File: config.mk
export PLATFORM = sky130hd
export DESIGN_NAME = cvxif_issuer
export DESIGN_NICKNAME = d
export VERILOG_FILES = /design/src/rtl/cvxif_issuer.sv
export SDC_FILE = /design/constraint.sdc
export NUM_CORES = 1
export LEC_CHECK = 0
export CAP_MARGIN = 25
export CORE_ASPECT_RATIO = 0.8
export CORE_MARGIN = 2
export CORE_UTILIZATION = 40
export CTS_BUF_LIST = sky130_fd_sc_hd__clkbuf_4 sky130_fd_sc_hd__clkbuf_8 sky130_fd_sc_hd__clkbuf_16
export DETAILED_ROUTE_END_ITERATION = 6
export HOLD_SLACK_MARGIN = 0.08
export PLACE_DENSITY = 0.81
export SLEW_MARGIN = 20
export SYNTH_ARGS = -nofsm -noshare
export SYNTH_HDL_FRONTEND = slang
export SYNTH_SLANG_ARGS = --single-unit
File: constraint.sdc
create_clock -name clk -period 1.9 [get_ports clk]
set_input_delay 0.475 -clock clk [delete_from_list [all_inputs] [get_ports clk]]
set_output_delay 0.475 -clock clk [all_outputs]
set_load 0.005 [all_outputs]
File: src/rtl/cvxif_issuer.sv
// Core-side CV-X-IF initiator: one offload command walks issue -> register -> result -> response.
// Optional result timeout is compiled in with `define CVXIF_ISSUER_TIMEOUT_EN.
module cvxif_issuer #(
  parameter int unsigned TIMEOUT_CYCLES = 64,
  parameter int unsigned CNT_W          = 8
) (
  input  logic        clk,
  input  logic        rst,
  input  logic        cmd_valid,
  output logic        cmd_ready,
  input  logic [31:0] cmd_instr,
  input  logic [31:0] cmd_rs0,
  input  logic [31:0] cmd_rs1,
  output logic        issue_valid,
  input  logic        issue_ready,
  output logic [31:0] issue_req_instr,
  input  logic        issue_resp_accept,
  input  logic        issue_resp_writeback,
  input  logic [1:0]  issue_resp_register_read,
  output logic        register_valid,
  input  logic        register_ready,
  output logic [31:0] register_rs0,
  output logic [31:0] register_rs1,
  output logic [1:0]  register_rs_valid,
  input  logic        result_valid,
  output logic        result_ready,
  input  logic [31:0] result_data,
  output logic        rsp_valid,
  input  logic        rsp_ready,
  output logic [31:0] rsp_data,
  output logic [1:0]  rsp_status,
  output logic        rsp_writeback
);

  typedef enum logic [2:0] {
    S_IDLE,
    S_ISSUE,
    S_REG,
    S_RESULT,
    S_RESP
  } state_t;

  localparam logic [1:0] ST_OK  = 2'b00;
  localparam logic [1:0] ST_REJ = 2'b01;

  state_t state;
  logic   wb_lat;

`ifdef CVXIF_ISSUER_TIMEOUT_EN
  localparam logic [1:0]       ST_TO    = 2'b10;
  localparam logic [CNT_W-1:0] CNT_LAST = CNT_W'(TIMEOUT_CYCLES - 1);

  logic [CNT_W-1:0] cnt;

  // Counter is zero on every RESULT entry and advances while the result is outstanding.
  always_ff @(posedge clk or negedge rst) begin
    if (!rst) begin
      cnt <= '0;
    end else if (state != S_RESULT) begin
      cnt <= '0;
    end else if (!result_valid) begin
      cnt <= cnt + 1'b1;
    end
  end
`endif

  // All handshake outputs are registered alongside the state, so none depends on an input combinationally.
  always_ff @(posedge clk or negedge rst) begin
    if (!rst) begin
      state             <= S_IDLE;
      wb_lat            <= 1'b0;
      cmd_ready         <= 1'b0;
      issue_valid       <= 1'b0;
      issue_req_instr   <= '0;
      register_valid    <= 1'b0;
      register_rs0      <= '0;
      register_rs1      <= '0;
      register_rs_valid <= '0;
      result_ready      <= 1'b0;
      rsp_valid         <= 1'b0;
      rsp_data          <= '0;
      rsp_status        <= '0;
      rsp_writeback     <= 1'b0;
    end else begin
      case (state)
        S_IDLE: begin
          // cmd_ready first rises one cycle after reset release.
          cmd_ready <= 1'b1;
          if (cmd_valid && cmd_ready) begin
            issue_req_instr <= cmd_instr;
            register_rs0    <= cmd_rs0;
            register_rs1    <= cmd_rs1;
            cmd_ready       <= 1'b0;
            issue_valid     <= 1'b1;
            state           <= S_ISSUE;
          end
        end

        S_ISSUE: begin
          if (issue_ready) begin
            issue_valid <= 1'b0;
            if (!issue_resp_accept) begin
              rsp_valid     <= 1'b1;
              rsp_status    <= ST_REJ;
              rsp_data      <= '0;
              rsp_writeback <= 1'b0;
              state         <= S_RESP;
            end else begin
              wb_lat <= issue_resp_writeback;
              if (issue_resp_register_read != 2'b00) begin
                register_valid    <= 1'b1;
                register_rs_valid <= issue_resp_register_read;
                state             <= S_REG;
              end else begin
                result_ready <= 1'b1;
                state        <= S_RESULT;
              end
            end
          end
        end

        S_REG: begin
          // Early result_valid also ends this phase for responders that never raise register_ready.
          if (register_ready || result_valid) begin
            register_valid    <= 1'b0;
            register_rs_valid <= '0;
            result_ready      <= 1'b1;
            state             <= S_RESULT;
          end
        end

        S_RESULT: begin
          if (result_valid) begin
            result_ready  <= 1'b0;
            rsp_valid     <= 1'b1;
            rsp_data      <= result_data;
            rsp_status    <= ST_OK;
            rsp_writeback <= wb_lat;
            state         <= S_RESP;
          end
`ifdef CVXIF_ISSUER_TIMEOUT_EN
          else if (cnt == CNT_LAST) begin
            result_ready  <= 1'b0;
            rsp_valid     <= 1'b1;
            rsp_data      <= '0;
            rsp_status    <= ST_TO;
            rsp_writeback <= 1'b0;
            state         <= S_RESP;
          end
`endif
        end

        S_RESP: begin
          if (rsp_ready) begin
            rsp_valid     <= 1'b0;
            rsp_data      <= '0;
            rsp_status    <= ST_OK;
            rsp_writeback <= 1'b0;
            cmd_ready     <= 1'b1;
            state         <= S_IDLE;
          end
        end

        default: begin
          state <= S_IDLE;
        end
      endcase
    end
  end

endmodule
# Word level (Yosys, flattened, before mapping)
# Index checks and enable logic that the tools add are counted.
[totals] inputBits=139 ff_bits=142 output_inout_bits=138
[classes] n_reduce_logical=17 eq_ne=13 n_mux=49
[ops] cell="$mux 32" n=4
[ops] cell="$pmux 32 s3" n=1
[ops] cell="$mux 1" n=21
[ops] cell="$mux 3" n=6
[ops] cell="$ne 2x2->1 const B" n=9
[ops] cell="$mux 2" n=8
[ops] cell="$pmux 3 s5" n=1
[ops] cell="$reduce_and 5->1" n=3
[ops] cell="$pmux 1 s3" n=3
[ops] cell="$reduce_bool 2->1" n=4
[ops] cell="$eq 3x2->1 const B" n=2
[ops] cell="$pmux 1 s2" n=3
[ops] cell="$pmux 2 s3" n=1
[ops] cell="$reduce_and 3->1" n=2
[ops] cell="$reduce_and 6->1" n=1
[ops] cell="$reduce_bool 3->1" n=2
[ops] cell="$pmux 2 s2" n=1
[ops] cell="$reduce_and 2->1" n=2
[ops] cell="$eq 3x1->1 const B" n=1
[ops] cell="$eq 3x3->1 const B" n=1
[ops] cell="$logic_not 3->1" n=1
[ops] cell="$logic_and 1x1->1" n=1
[ops] cell="$logic_or 1x1->1" n=1

# Depth between registers and ports, before layout
[depth] ltp_word=5 ltp_mapped=6 depth_no_buf=3

# Least setup slack after synthesis
# No wires, ideal clock.
[synth_path] path_kind="register to register" start="reg state[1]" end="reg issue_req_instr[19]" n_path_buf=3 arrival_ps=1533 path_slack_ps=239 path_stages_with_launch=6 path_cell_list="dfrtp_1 buf_2 nor4_4 buf_4 buf_4 mux2_1"
[synth_via] elab_chain_cells=2
[synth_rtl] item="start, declared" line="46" rtl="state_t state;"
[synth_rtl] item="start signal, assigned" line="70" rtl="state <= S_IDLE;"
[synth_rtl] item="start signal, assigned" line="95" rtl="state <= S_ISSUE;"
[synth_rtl] item="start signal, assigned" line="107" rtl="state <= S_RESP;"
[synth_rtl] item="$logic_not 3->1" line="85" rtl="case (state)"
[synth_rtl] item="$reduce_and 2->1 (no source line)"
[synth_rtl] item="end signal, assigned" line="90" rtl="issue_req_instr <= cmd_instr;"
[synth_rtl] item="end, declared" line="16" rtl="output logic [31:0] issue_req_instr,"
# Every way passes these cells.
# A chain may end at the register's enable or synchronous reset.

# Worst setup path after layout
[layout_path] start="reg issue_valid" end="out issue_valid"
[layout_lines] item="start, declared" line="14" rtl="output logic issue_valid,"
[layout_lines] item="start signal, assigned" line="73" rtl="issue_valid <= 1'b0;"
[layout_lines] item="start signal, assigned" line="94" rtl="issue_valid <= 1'b1;"
[layout_lines] item="start signal, assigned" line="101" rtl="issue_valid <= 1'b0;"
# No word-level cell between the ends.

==> metrics <==
share of cells above drive strength 1=19.6%; Netlist cell types=35; post-synthesis sequential area ratio=approximately 66%; outcome=finished, final reports clean; ant diodes=0; CTS Buf Count=17; most frequent cells in the layout=273 x clkdlybuf4s50_1, 141 x dfrtp_1, 68 x mux2_2, 34 x a22o_1, 29 x mux2_1; antenna-violating nets left=0; most common cell after layout, fill and taps aside=clkdlybuf4s50_1; Gate Count Post-Synth=341; Psw=3.94 mW; # IOs=277; Max Root-Sink Buffers=2; Max-cap violations=0; Final min period=1820 ps; final critical-path share of the clock period=between 90% and 100%; CTS tree=yes; ys async rst share=100%; Final Hold Vio Count=0; Crit path required time=1420 ps; Syn-to-layout area delta=70.0%; Worst setup EP type=primary output; LEAKAGE=a little under 4 nW; GRT Util Overall=20.6%; clock group share of total power=24.0%; Setup CP Type=register to primary output; Finished Layout Cells=824; worst path bufs/invs=1; Vias/cell=between 4 and 5; fin worst setup slack=85.0 ps; Cell Area, Placed=8460 um2; TNS Setup=0 ps; Setup crit start kind=register; clock skew=~7.9 ps; Post-route DRC=0; Congestion Overflow GR=0; clock sinks=141; Initial Util=41.4%; CP max stage delay=550 ps; final layout net count=approximately 780; EDFF count, synth=0; die width=134 um; Synth Flop Type=dfrtp_1; antenna violations before repair=0; die area=14400 um2; vias in the first global route=~4300; worst hold path type=register to register; combinational share of power=40.9%; Seq cells post-synth=141; Yosys warning total=0; clock root buffer=clkbuf_16; core footprint=13000 um2; Net Sw Frac=26.5%; global-route wire length before repair=22.6 mm; Core Rows=37; final instance area=9120 um2; P per Cell Area=1630 nW/um2; die height=108 um; RD Place Congestion=0.793; Achievable Freq=about 550 MHz; slowest CP cell=clkdlybuf4s50_1; Cell Area, Synth=roughly 5400 um2; pre-CTS setup slack=-306 ps; dpl cells=791; final setup vio count=0; post-CTS setup buffers=0; worst path cell trace=clkdlybuf4s50_1; routed vias=4006; H-tree Lvls=4; Seq pwr share=35.1%; CP delay by family, top=buffers and inverters; pin count of the biggest net entering global routing=57; Mapped Avg Cell Area=about 16 um2; drt total wl=between 10 and 15 mm; Initial DRT Pass Iterations=4; Data arrival, critical path=1340 ps; DR iter-0 viols=~150; Worst-Skew Late Latency=roughly 420 ps; Worst VDD drop=~0.93 mV; syn nets=480; max-slew violations=0; port bufs=about 280; peak fanout along the critical path=3; post-DP HPWL=10.4 mm; RSZ-0062 raised after global routing=false; internal power=11.0 mW; wire length per cell=17.4 um; Clock transition at path regs=60 ps
per-stage QoR:
step | power, mW | utilization, % | hold WS (ps)
5_1_grt | 15.7 | 70.4 | 502
4_1_cts | 15.1 | 70.4 | 488
6_report | 14.9 | 70.4 | 482
2_1_floorplan | 7.50 | - | 179
3_3_place_gp | 11.2 | 65.3 | 375
3_5_place_dp | 11.4 | 65.3 | 383
cells in the mapped netlist (2+ instances only):
cell type / n / area (um2)
dfrtp_1: 141 / 3530
mux2_2: 68 / 766
a22o_1: 34 / 298
mux2_1: 29 / 327
buf_2: 13 / 65.1
nor2_1: 6 / 22.5
buf_4: 5 / 37.5
nand2_1: 4 / 15.0
o21ai_0: 4 / 20.0
a21oi_1: 3 / 15.0
clkbuf_1: 3 / 11.3
a32o_1: 2 / 20.0
and4bb_2: 2 / 25.0
inv_1: 2 / 7.51
nand2b_1: 2 / 12.5
nand3_1: 2 / 10.0
nor3b_1: 2 / 15.0
o21a_1: 2 / 15.0
kinds of logic (layout without fill, tap and decap cells):
logic type | after synthesis | after routing | share of synthesized area [%]
AO/OA/AOI/OAI | 51 | 51 | 7.97
buffers and inverters | 24 | 332 | 2.33
flip-flops | 141 | 141 | 65.7
multiplexers | 98 | 98 | 20.5
other | 1 | 1 | 0.0699
AND/OR/NAND/NOR | 26 | 26 | 3.33
power by group through the flow:
| stage | registers [mW] | clock network [mW] | logic, mW |
|---|---|---|---|
| 3_5_place_dp | 5.27 | 0 | 6.14 |
| 5_1_grt | 5.43 | 3.78 | 6.52 |
| 2_1_floorplan | 5.32 | 0 | 2.18 |
| 3_3_place_gp | 5.20 | 0 | 5.98 |
| 6_report | 5.23 | 3.57 | 6.09 |
| 4_1_cts | 5.25 | 3.65 | 6.19 |
final cells by class:
cell class | instances | area, um2
Tap cell | 175 | 219
Clock buffer | 22 | 488
Clock inverter | 10 | 160
Multi-Input combinational cell | 176 | 1710
Timing Repair Buffer | 298 | 3010
Fill cell | 900 | 3840
Sequential cell | 141 | 3530
Inverter | 2 | 7.51
state kept, by name (all words and copies together), names as in the netlist, 2 cells and up:
signal and flops:
issue_req_instr 32, register_rs1 32, register_rs_valid 2, rsp_data 32
state 3, register_rs0 32
final timing paths:
kind                                          start                  end  slack [ps]  cells after the start
min in group asynchronous                       rst         rsp_data[27]         520                      2
max in group asynchronous                       rst     register_rs0[23]         760                      3
worst max register to register             state[1]         rsp_data[21]         230                      5
worst min register to register  issue_req_instr[26]  issue_req_instr[26]         480                      1
worst max-delay path                    issue_valid          issue_valid          80                      1
worst min-delay path            issue_req_instr[26]  issue_req_instr[26]         480                      1
what timing repair did:
action                                 4_1_cts  5_1_grt
endpoints found under the hold margin       28        0
setup endpoints to repair                    0        1
hold buffers                                 1        0
resized for setup                            0        1
metal layers:
layer | wire, um | GRT usage, % | vias to the layer above
li1 | - | - | 1826
met1 | 5870 | 24.8 | 1979
met2 | 6980 | 33.0 | 170
met3 | 1120 | 7.16 | 31
met4 | 373 | 10.2 | 0
met5 | 0 | 0 | -
No activity file was read; power rests on OpenSTA's default activity.
==> variant 1 (same settings) <==
The option `CVXIF_ISSUER_TIMEOUT_EN` is turned on by a define.
--- a/src/rtl/cvxif_issuer.sv
+++ b/src/rtl/cvxif_issuer.sv
@@ -1,5 +1,7 @@
 // Core-side CV-X-IF initiator: one offload command walks issue -> register -> result -> response.
 // Optional result timeout is compiled in with `define CVXIF_ISSUER_TIMEOUT_EN.
+`define CVXIF_ISSUER_TIMEOUT_EN
+
 module cvxif_issuer #(
   parameter int unsigned TIMEOUT_CYCLES = 64,
   parameter int unsigned CNT_W          = 8
Check against the original RTL: same outputs for any inputs over 4 cycles, from zero or initial values and one cycle with rst low; that may be too few to reach the edited logic, so the function may still have changed.
==> variant 1 against the unedited design <==
  * Synthesized area increased by 9.1%
  * Final cell count increased by 9.0%
  * Power increased by 5.5%
  * Worst setup slack got worse by 0.027 ns
  * First-iteration DRC count increased by 4.6%
  * Wire length increased by 12%
  * Cell area increased by 6.9%
  * Sequential cell count increased by 9
==> variant 1: results <==
set metrics [dict create \
    critPathKind "reg -> reg" \
    fin_nets 841 \
    yosysWarnings 0 \
    wl_met2_um 7992 \
    relSlewSlack 0.7332 \
    place_area_um2 9051 \
    grt_use_met2 0.3650 \
    async_flop_share 1.000 \
    status "finished, final reports clean" \
    wl_per_cell_um 17.92 \
    crit_arrival_ns 2.13 \
    syn_avg_cell_area_um2 14.93 \
    r2r_cells 4 \
    crit_end "rsp_status[0]$_DFFE_PN0P_" \
    use_met1 0.2472 \
    hold_path_end "register_rs1[11]$_DFFE_PN0P_" \
    ys_types 42 \
    synth_top_area_cell "dfrtp_1" \
    wl_um 16090 \
    dp_slack_ns -0.2740 \
    clock_tree.buffer_depth 2 \
    grt_pass1_vias 4931 \
    vias_per_cell 4.944 \
    setup_slack_ns 0.05792 \
    postCtsSetupBuffers 0 \
    portBuffers 276 \
    reg2reg_from "state[1]$_DFFE_PN0P_" \
    syn_nets 532 \
    irDropWorstVdd_uv 938.6 \
    synth_area_leaders "dfrtp_1 64%, mux2_2 13%, mux2_1 5.6%" \
    drive_above_1_share 0.1975 \
    min-delay-start "register_rs1[11]$_DFFE_PN0P_" \
    dp_hpwl_um 12130 \
    slowest_delay_ns 0.58 \
    track_usage 0.2123 \
    antenna_found_initial 0 \
    grt_pass1_wl_um 26060 \
    cts_resized 0 \
    fillers 1004 \
    path_max_fanout 11 \
    routabilityCongestion 0.8153 \
    hold_slack_ns 0.4857 \
    cpMaxStageDelayCell "dfrtp_1" \
    wl_met1_um 6414 \
    h-tree-depth 4 \
    drt_iter0_markers 159 \
    crit_family "compound AO/OA/AOI/OAI gates" \
    synth_common_cells "150 x dfrtp_1, 70 x mux2_2, 33 x a22o_1, 29 x mux2_1, 14 x nor2_1" \
    hold_buffers 1 \
    synth_seq_area_share 0.6413 \
    cts-root-buf "clkbuf_16" \
    power_leakage_uw 0.004158 \
    route.met3.wl_um 1347 \
    placed_cells 864 \
    drt-pass1-iter-count 4 \
    use_met3 0.07210 \
    grt_max_degree 44 \
    fin_skew_ns 0.007936 \
]
[variant 1: layout make-up]
class,instances,area (um2),share of cell area
sequential,150,3754,0.3849
timing repair buffer,313,3144,0.3224
multi-input combinational,212,1914,0.1963
clock buffer,20,460.4,0.04721
tap,184,230.2,0.02360
clock inverter,12,224.0,0.02296
inverter,7,26.28,0.002694
[variant 1: kinds of logic (layout without fill, tap and decap cells)]
kind of cell | count (synthesis) | after routing | synth area share
muxes | 103 | 103 | 0.1973
AOI/OAI and AO/OA | 58 | 58 | 0.07803
adders and majority gates | 1 | 1 | 0.002137
xor gates and xnor gates | 6 | 6 | 0.008978
buffers and inverters | 30 | 352 | 0.03164
and+or+nand+nor | 44 | 44 | 0.04062
DFF | 150 | 150 | 0.6413
[variant 1: report_power, final]
part           leakage, uW  total, uW  internal [uW]  switching [uW]
Clock             0.000334       3850           2550            1300
Sequential         0.00185       5510           4650             859
Combinational      0.00197       6350           4250            2100
Total              0.00416      15700          11500            4250
==> variant 2 (same flow settings) <==
Without the edit above. Encoding of `state_t`: now Gray code (3 bits for 5 states).
--- a/src/rtl/cvxif_issuer.sv
+++ b/src/rtl/cvxif_issuer.sv
@@ -33,11 +33,11 @@
 );
 
   typedef enum logic [2:0] {
-    S_IDLE,
-    S_ISSUE,
-    S_REG,
-    S_RESULT,
-    S_RESP
+    S_IDLE   = 3'b000,
+    S_ISSUE  = 3'b001,
+    S_REG    = 3'b011,
+    S_RESULT = 3'b010,
+    S_RESP   = 3'b110
   } state_t;
 
   localparam logic [1:0] ST_OK  = 2'b00;
Behaviour: no difference found for any inputs over 4 cycles, from zero or initial values and one cycle with rst low; so few cycles prove little.
==> variant 2 against the unedited design <==
  * Wire length up 21%
  * Global-route usage up 1.2 points
  * Critical endpoint is now rsp_valid
  * Cell area up 7.4%
  * Count of clock-buffer cells in the layout down 5
  * Sequential cell count unchanged
  * Worst setup slack worse by 0.0015 ns
  * Fmax about the same
  * Critical path type unchanged
  * Register-to-register slack worse by 0.05 ns
  * Power up 5.3%
  * Synthesized area up 14%
==> variant 2: results <==
set metrics [dict create \
    buffers 304 \
    multi_input_cells 277 \
    fin_nets 884 \
    multi_input_area_um2 2354 \
    syn_nets 604 \
    grt_pass1_wl_um 27420 \
    crit_end "rsp_valid" \
    vias_per_cell 5.295 \
    synth_mux_area_frac 0.1920 \
    fin_crit_sh 0.9561 \
    synth_seq_area_share 0.5791 \
    hold_class "in -> async" \
    synth_area_leaders "dfrtp_1 58%, mux2_2 15%, o2111ai_1 4.7%" \
    power.switching_uw 4766 \
    status "finished, final reports clean" \
    rrSetupSlack_ns 0.18 \
    grt_pass1_vias 5259 \
    track_usage 0.2177 \
    clk_share 0.06165 \
    seq_cells 141 \
    inverters 4 \
    routabilityCongestion 0.7856 \
    drt_iter0_markers 218 \
    power_density_nw_per_um2 1601 \
    dp_slack_ns -0.1885 \
    fin_skew_ns 0.008917 \
    vias 5014 \
    synth_cells 465 \
]
[variant 2: changes by cell type after synthesis, moves of 4 or more]
cell,change
mux2_4,+18
o2111ai_1,+33
clkbuf_1,+14
nand2_1,+33
o211ai_1,+33
a22o_1,-31
nand3_1,+33
mux2_1,-29
mux2_2,+11
buf_4,-4
buf_2,+8
[variant 2: routing by layer]
layer,up-vias,wire (um),track usage
met3,29,1274,0.06859
li1,2304,-,-
met1,2452,6847,0.2559
met4,0,298,0.06333
met2,229,8992,0.3845
met5,-,0,0
[variant 2: cell families after synthesis]
logic type             count (synthesis)
buffers and inverters                 47
other                                  1
AO/OA/AOI/OAI                         86
multiplexers                          98
flip-flops                           141
AND/OR/NAND/NOR                       92
[variant 2: power groups by stage]
stage,clock (uW),combinational (uW),sequential [uW]
2_1_floorplan,0,2850,5420
3_3_place_gp,0,6740,5360
3_5_place_dp,0,6960,5440
4_1_cts,3450,6990,5420
5_1_grt,3580,7450,5600
6_report,3370,6910,5410
